`src/rtl/wb_port_arbiter_pkg.sv`:
```
// Shared definitions for the write-back port arbiter: default widths,
// the hard-wired zero register and the buffered entry type.
package wb_port_arbiter_pkg;

    localparam int DATA_W   = 32;
    localparam int REG_AW   = 5;
    localparam int ZERO_REG = 0;

    typedef struct packed {
        logic [REG_AW-1:0] dest;
        logic [DATA_W-1:0] data;
    } wb_entry_t;

endpackage

```
`src/rtl/wb_hold_buf.sv`:
```
// One-entry holding buffer in front of the shared write port.
// Accepts an entry whenever it is empty or being drained this cycle,
// and silently swallows writes aimed at the zero register.
module wb_hold_buf
    import wb_port_arbiter_pkg::*;
#(
    parameter int DATA_W = wb_port_arbiter_pkg::DATA_W,
    parameter int REG_AW = wb_port_arbiter_pkg::REG_AW
) (
    input  logic              Clk,
    input  logic              Rst,
    input  logic              In_Valid,
    output logic              In_Ready,
    input  logic [REG_AW-1:0] In_Dest,
    input  logic [DATA_W-1:0] In_Data,
    input  logic              Drain,
    output logic              Load,
    output logic              Buf_Valid,
    output logic [REG_AW-1:0] Buf_Dest,
    output logic [DATA_W-1:0] Buf_Data
);

    logic              buf_v;
    logic [REG_AW-1:0] buf_dest;
    logic [DATA_W-1:0] buf_data;

    // Ready depends only on buffer state and the grant, never on In_Valid,
    // so a draining buffer can be refilled on the same edge.
    assign In_Ready = !buf_v || Drain;
    assign Load     = In_Valid && In_Ready && (In_Dest != REG_AW'(ZERO_REG));

    // Capture a new entry, or empty the buffer once its entry has been granted.
    always_ff @(posedge Clk) begin
        if (Rst) begin
            buf_v    <= 1'b0;
            buf_dest <= '0;
            buf_data <= '0;
        end else if (Load) begin
            buf_v    <= 1'b1;
            buf_dest <= In_Dest;
            buf_data <= In_Data;
        end else if (Drain) begin
            buf_v    <= 1'b0;
        end
    end

    assign Buf_Valid = buf_v;
    assign Buf_Dest  = buf_dest;
    assign Buf_Data  = buf_data;

endmodule

```
`src/rtl/wb_port_arbiter.sv`:
```
// Shares the register file write port between the ALU result path and the
// load-return path. Each source owns a one-entry buffer; the older pending
// entry wins the port and is presented on registered outputs.
module wb_port_arbiter
    import wb_port_arbiter_pkg::*;
#(
    parameter int DATA_W = wb_port_arbiter_pkg::DATA_W,
    parameter int REG_AW = wb_port_arbiter_pkg::REG_AW
) (
    input  logic              Clk,
    input  logic              Rst,
    input  logic              Alu_Valid,
    output logic              Alu_Ready,
    input  logic [REG_AW-1:0] Alu_Dest,
    input  logic [DATA_W-1:0] Alu_Result,
    input  logic              Mem_Valid,
    output logic              Mem_Ready,
    input  logic [REG_AW-1:0] Mem_Dest,
    input  logic [DATA_W-1:0] Read_Data,
    output logic              RegWrite,
    output logic [REG_AW-1:0] WriteReg,
    output logic [DATA_W-1:0] WriteData,
    output logic              Busy
);

    logic              alu_buf_v;
    logic [REG_AW-1:0] alu_buf_dest;
    logic [DATA_W-1:0] alu_buf_data;
    logic              alu_load;
    logic              mem_buf_v;
    logic [REG_AW-1:0] mem_buf_dest;
    logic [DATA_W-1:0] mem_buf_data;
    logic              mem_load;
    logic              grant_alu;
    logic              grant_mem;
    logic              alu_stay;
    logic              mem_stay;
    logic              mem_first;

    wb_hold_buf #(
        .DATA_W (DATA_W),
        .REG_AW (REG_AW)
    ) u_alu_buf (
        .Clk       (Clk),
        .Rst       (Rst),
        .In_Valid  (Alu_Valid),
        .In_Ready  (Alu_Ready),
        .In_Dest   (Alu_Dest),
        .In_Data   (Alu_Result),
        .Drain     (grant_alu),
        .Load      (alu_load),
        .Buf_Valid (alu_buf_v),
        .Buf_Dest  (alu_buf_dest),
        .Buf_Data  (alu_buf_data)
    );

    wb_hold_buf #(
        .DATA_W (DATA_W),
        .REG_AW (REG_AW)
    ) u_mem_buf (
        .Clk       (Clk),
        .Rst       (Rst),
        .In_Valid  (Mem_Valid),
        .In_Ready  (Mem_Ready),
        .In_Dest   (Mem_Dest),
        .In_Data   (Read_Data),
        .Drain     (grant_mem),
        .Load      (mem_load),
        .Buf_Valid (mem_buf_v),
        .Buf_Dest  (mem_buf_dest),
        .Buf_Data  (mem_buf_data)
    );

    // Pick the single occupied buffer, or the older one when both are full.
    always_comb begin
        grant_alu = 1'b0;
        grant_mem = 1'b0;
        if (alu_buf_v && mem_buf_v) begin
            grant_mem = mem_first;
            grant_alu = !mem_first;
        end else begin
            grant_alu = alu_buf_v;
            grant_mem = mem_buf_v;
        end
    end

    assign alu_stay = alu_buf_v && !grant_alu;
    assign mem_stay = mem_buf_v && !grant_mem;

    // Track which buffer holds the older entry after this edge: a waiting
    // entry beats a fresh one, and a same-edge pair is ordered mem first.
    always_ff @(posedge Clk) begin
        if (Rst) begin
            mem_first <= 1'b1;
        end else if (alu_stay && mem_load) begin
            mem_first <= 1'b0;
        end else if (mem_stay && alu_load) begin
            mem_first <= 1'b1;
        end else if (alu_load && mem_load) begin
            mem_first <= 1'b1;
        end
    end

    // Register the granted write; address and data hold when idle.
    always_ff @(posedge Clk) begin
        if (Rst) begin
            RegWrite  <= 1'b0;
            WriteReg  <= '0;
            WriteData <= '0;
        end else if (grant_mem) begin
            RegWrite  <= 1'b1;
            WriteReg  <= mem_buf_dest;
            WriteData <= mem_buf_data;
        end else if (grant_alu) begin
            RegWrite  <= 1'b1;
            WriteReg  <= alu_buf_dest;
            WriteData <= alu_buf_data;
        end else begin
            RegWrite  <= 1'b0;
        end
    end

    assign Busy = alu_buf_v || mem_buf_v;

endmodule

```
`config.mk`:
```
export PLATFORM = sky130hd
export DESIGN_NAME = wb_port_arbiter
export DESIGN_NICKNAME = d
export VERILOG_FILES = /design/src/rtl/wb_port_arbiter_pkg.sv /design/src/rtl/wb_hold_buf.sv /design/src/rtl/wb_port_arbiter.sv
export SDC_FILE = /design/constraint.sdc
export NUM_CORES = 1
export LEC_CHECK = 0
export ABC_AREA = 1
export CORE_ASPECT_RATIO = 1.2
export CORE_MARGIN = 5
export CORE_UTILIZATION = 30
export CTS_CLUSTER_SIZE = 28
export DETAILED_ROUTE_END_ITERATION = 10
export PLACE_DENSITY = 0.56
export SYNTH_ARGS = -nofsm -noshare
export SYNTH_HDL_FRONTEND = slang
export SYNTH_HIERARCHICAL = 1
export SYNTH_SLANG_ARGS = --single-unit
```
`constraint.sdc`:
```
create_clock -name Clk -period 2 [get_ports Clk]
set_input_delay 0.4 -clock Clk [delete_from_list [all_inputs] [get_ports Clk]]
set_output_delay 0.4 -clock Clk [all_outputs]
set_load 0.03 [all_outputs]
```
==> impl_metrics.csv <==
group,metric,value,unit
sta,skew,4.97,ps
final_layout,nets,909,
synthesis,syn_inst,717,
final_layout,layout-drive-gt1-share,0.0740,
setup_path,endpoint_kind,"output pin",
setup_path,cp_cell_sequence,"clkdlybuf4s50_1",
placement,dp_slack,156,ps
sta,hold_viol,0,
setup_path,critPathArrivalTime,1500,ps
sta,relSlewSlack,0.725,
sta,rsz0062_at_grt,"no",
drt,dr.pass1.iters,4,
sta,setup_slack,101,ps
grt,grt_usage,0.148,
clock_tree,cts-htree-levels,4,
outcome,outcome,"finished, final reports clean",
drt,viasPerCell,4.47,
clock_tree,postCtsSetupBuffers,0,
floorplan,die_h,154,um
clock_tree,cts_buffer_depth,2,
final_layout,most-common-layout-cells,"nor2_1 (177), nand2_1 (163), clkdlybuf4s50_1 (115), dfxtp_1 (114), nand3b_1 (70)",
synthesis,synth.area.top_cells,"dfxtp_1 (44%), nor2_1 (13%), nand2_1 (12%)",
flow_run,cap_violations,0,
sta,setup_viol,0,
drt,drcViolationCount,0,
sta,finalMaxSlewViolations,0,
placement,hpwl,10.6,mm
synthesis,ys_types,21,
placement,place_area,6520,um2
grt,grt_max_degree,42,
grt,overflow,0,
setup_path,reg2regPathDepth,10,
synthesis,synth_top_area_frac,0.444,
drt,vias,4707,
synthesis,netlist_area,5180,um2
floorplan,dieArea,20000,um2
grt,grt_pass1_wl,22.9,mm
synthesis,syn_avg_cell_area,7.23,um2
synthesis,synth-seq-cells,115,
sta,period_share,0.950,
setup_path,r2r-end,"u_mem_buf/Buf_Data[28]",
floorplan,coreArea,16900,um2
final_layout,fillers,1838,
hold_path,hold_class,"reg -> reg",
clock_tree,clk_latency,410,ps
setup_path,crit_path_max_fanout,2,
floorplan,io_pins,119,
final_layout,design_area,6980,um2
synthesis,yosys_warnings,6,
setup_path,endpoint,"WriteData[0]",
power,vdd_ir_drop_max,0.648,mV
clock_tree,cts_inserted_buffers,17,
final_layout,syn_to_final_growth,34.7,%
setup_path,reg2reg_slack,420,ps
synthesis,synth_fp_nets,795,
power,leakagePower,2.99,nW
setup_path,cp_top_family,"buffers and inverters",
final_layout,n_antenna_cell,0,
sta,fmax,526,MHz
setup_path,worstReg2RegStart,"u_mem_buf/Buf_Valid",
drt,wl_per_cell,13.9,um
grt,grt_pass1_vias,4605,
setup_path,max_stage_delay,700,ps
setup_path,cp_slowest_cell,"clkdlybuf4s50_1",
clock_tree,cts_tree,"yes",
placement,port_buffers,118,
placement,place_congestion,0.739,
drt,wirelength,14.6,mm
setup_path,critPathBufInv,1,
grt,top_usage_layer,"met2",
floorplan,fp-row-count,52,
floorplan,start_util,0.306,
clock_tree,cts_sinks,115,
power,p_per_area,927,nW/um2
clock_tree,cts_root_buf,"clkbuf_16",
drt,postRouteAntennaNets,0,
final_layout,layout.cells.non_filler,1054,
grt,grtUsageMet1,0.171,
sta,timing.hold.ws,462,ps
setup_path,critPathLaunch,"WriteData[0]",
grt,grt_antenna_before_repair,0,
sta,worst_slew_pin_slew,412,ps
setup_path,worstPathRequired,1600,ps
drt,first_iter_violations,202,
grt,use_met2,0.258,
final_layout,final_common_cell,"nor2_1",
sta,fin_tns_setup,0,ps
synthesis,yosysSeqAreaShare,0.444,
floorplan,die_x,130,um
grt,grt_use_met3,0.0406,
placement,dp.cells,1028,
setup_path,cp_num_cells,1,
sta,fin_crit,1900,ps
synthesis,synth_top_cell_by_area,"dfxtp_1",
setup_path,worst-setup-path-type,"reg -> out",
setup_path,critPathLaunchType,"flop",
clock_tree,path_clk_slew,50,ps
==> repair_timing <==
action                     CTS  global route
gates resized for setup      2             1
setup endpoints to repair    2             1
pin swaps                    0             0
hold buffers                 0             0
==> Yosys cell counts, drive strengths merged <==
cell type,n
nand3,41
clkbuf,10
nor2,184
o21ai,37
a21oi,6
inv,49
buf,35
clkinv,2
a21boi,2
nand3b,70
nand2,166
dfxtp,115
==> sequential cells by signal, indices dropped and copies added (netlist names) <==
signal               cells
u_mem_buf/Buf_Dest       5
u_alu_buf/Buf_Data      32
u_mem_buf/Buf_Valid      1
u_alu_buf/Buf_Valid      1
u_mem_buf/Buf_Data      32
WriteData               32
RegWrite                 1
u_alu_buf/Buf_Dest       5
WriteReg                 5
mem_first                1
==> where the power goes <==
group / leakage [nW] / internal (mW) / switching (mW)
Combinational: 1.82 / 0.578 / 0.765
Sequential: 0.950 / 2.52 / 0.131
Clock: 0.226 / 1.53 / 0.946
Total: 2.99 / 4.63 / 1.84
==> cells by family (layout without fill, tap and decap cells) <==
logic type | after synthesis | after routing | synth area share
AO/OA/AOI/OAI | 45 | 45 | 0.0488
buffers and inverters | 96 | 217 | 0.102
flip-flops | 115 | 115 | 0.444
AND/OR/NAND/NOR | 461 | 461 | 0.406
==> layer usage <==
metal | wire length [um] | vias to the layer above
met5 | 0 | -
met4 | 274 | 0
met3 | 848 | 20
met2 | 7340 | 120
met1 | 6160 | 2109
li1 | - | 2458
==> through the flow <==
| step | util | power, mW |
|---|---|---|
| after detailed placement | 0.385 | 4.07 |
| final | 0.413 | 6.47 |
| after floorplan | - | 3.54 |
| after CTS | 0.413 | 6.55 |
| after global placement | 0.385 | 4.06 |
| after global routing | 0.413 | 6.84 |
==> worst min path at each step <==
stage / from / to / slack (ps) / cells after the start
after floorplan: u_alu_buf/Buf_Dest[2] / u_alu_buf/Buf_Dest[2] / 430 / 2
after CTS: u_mem_buf/Buf_Dest[2] / u_mem_buf/Buf_Dest[2] / 470 / 2
after global routing: u_alu_buf/Buf_Dest[2] / u_alu_buf/Buf_Dest[2] / 490 / 2
final: u_mem_buf/Buf_Dest[3] / u_mem_buf/Buf_Dest[3] / 460 / 2
after detailed placement: u_mem_buf/Buf_Dest[2] / u_mem_buf/Buf_Dest[2] / 460 / 2
after global placement: u_mem_buf/Buf_Dest[2] / u_mem_buf/Buf_Dest[2] / 450 / 2
==> layout make-up <==
cell class                 instances  area (um2)  share of cell area
multi-input combinational        506        2360               0.338
inverter                          51         201              0.0288
timing repair buffer             140        1390               0.199
clock inverter                     2        10.0             0.00143
sequential                       115        2300               0.330
tap                              216         270              0.0387
clock buffer                      24         452              0.0647
(Power assumes the default switching activity.)
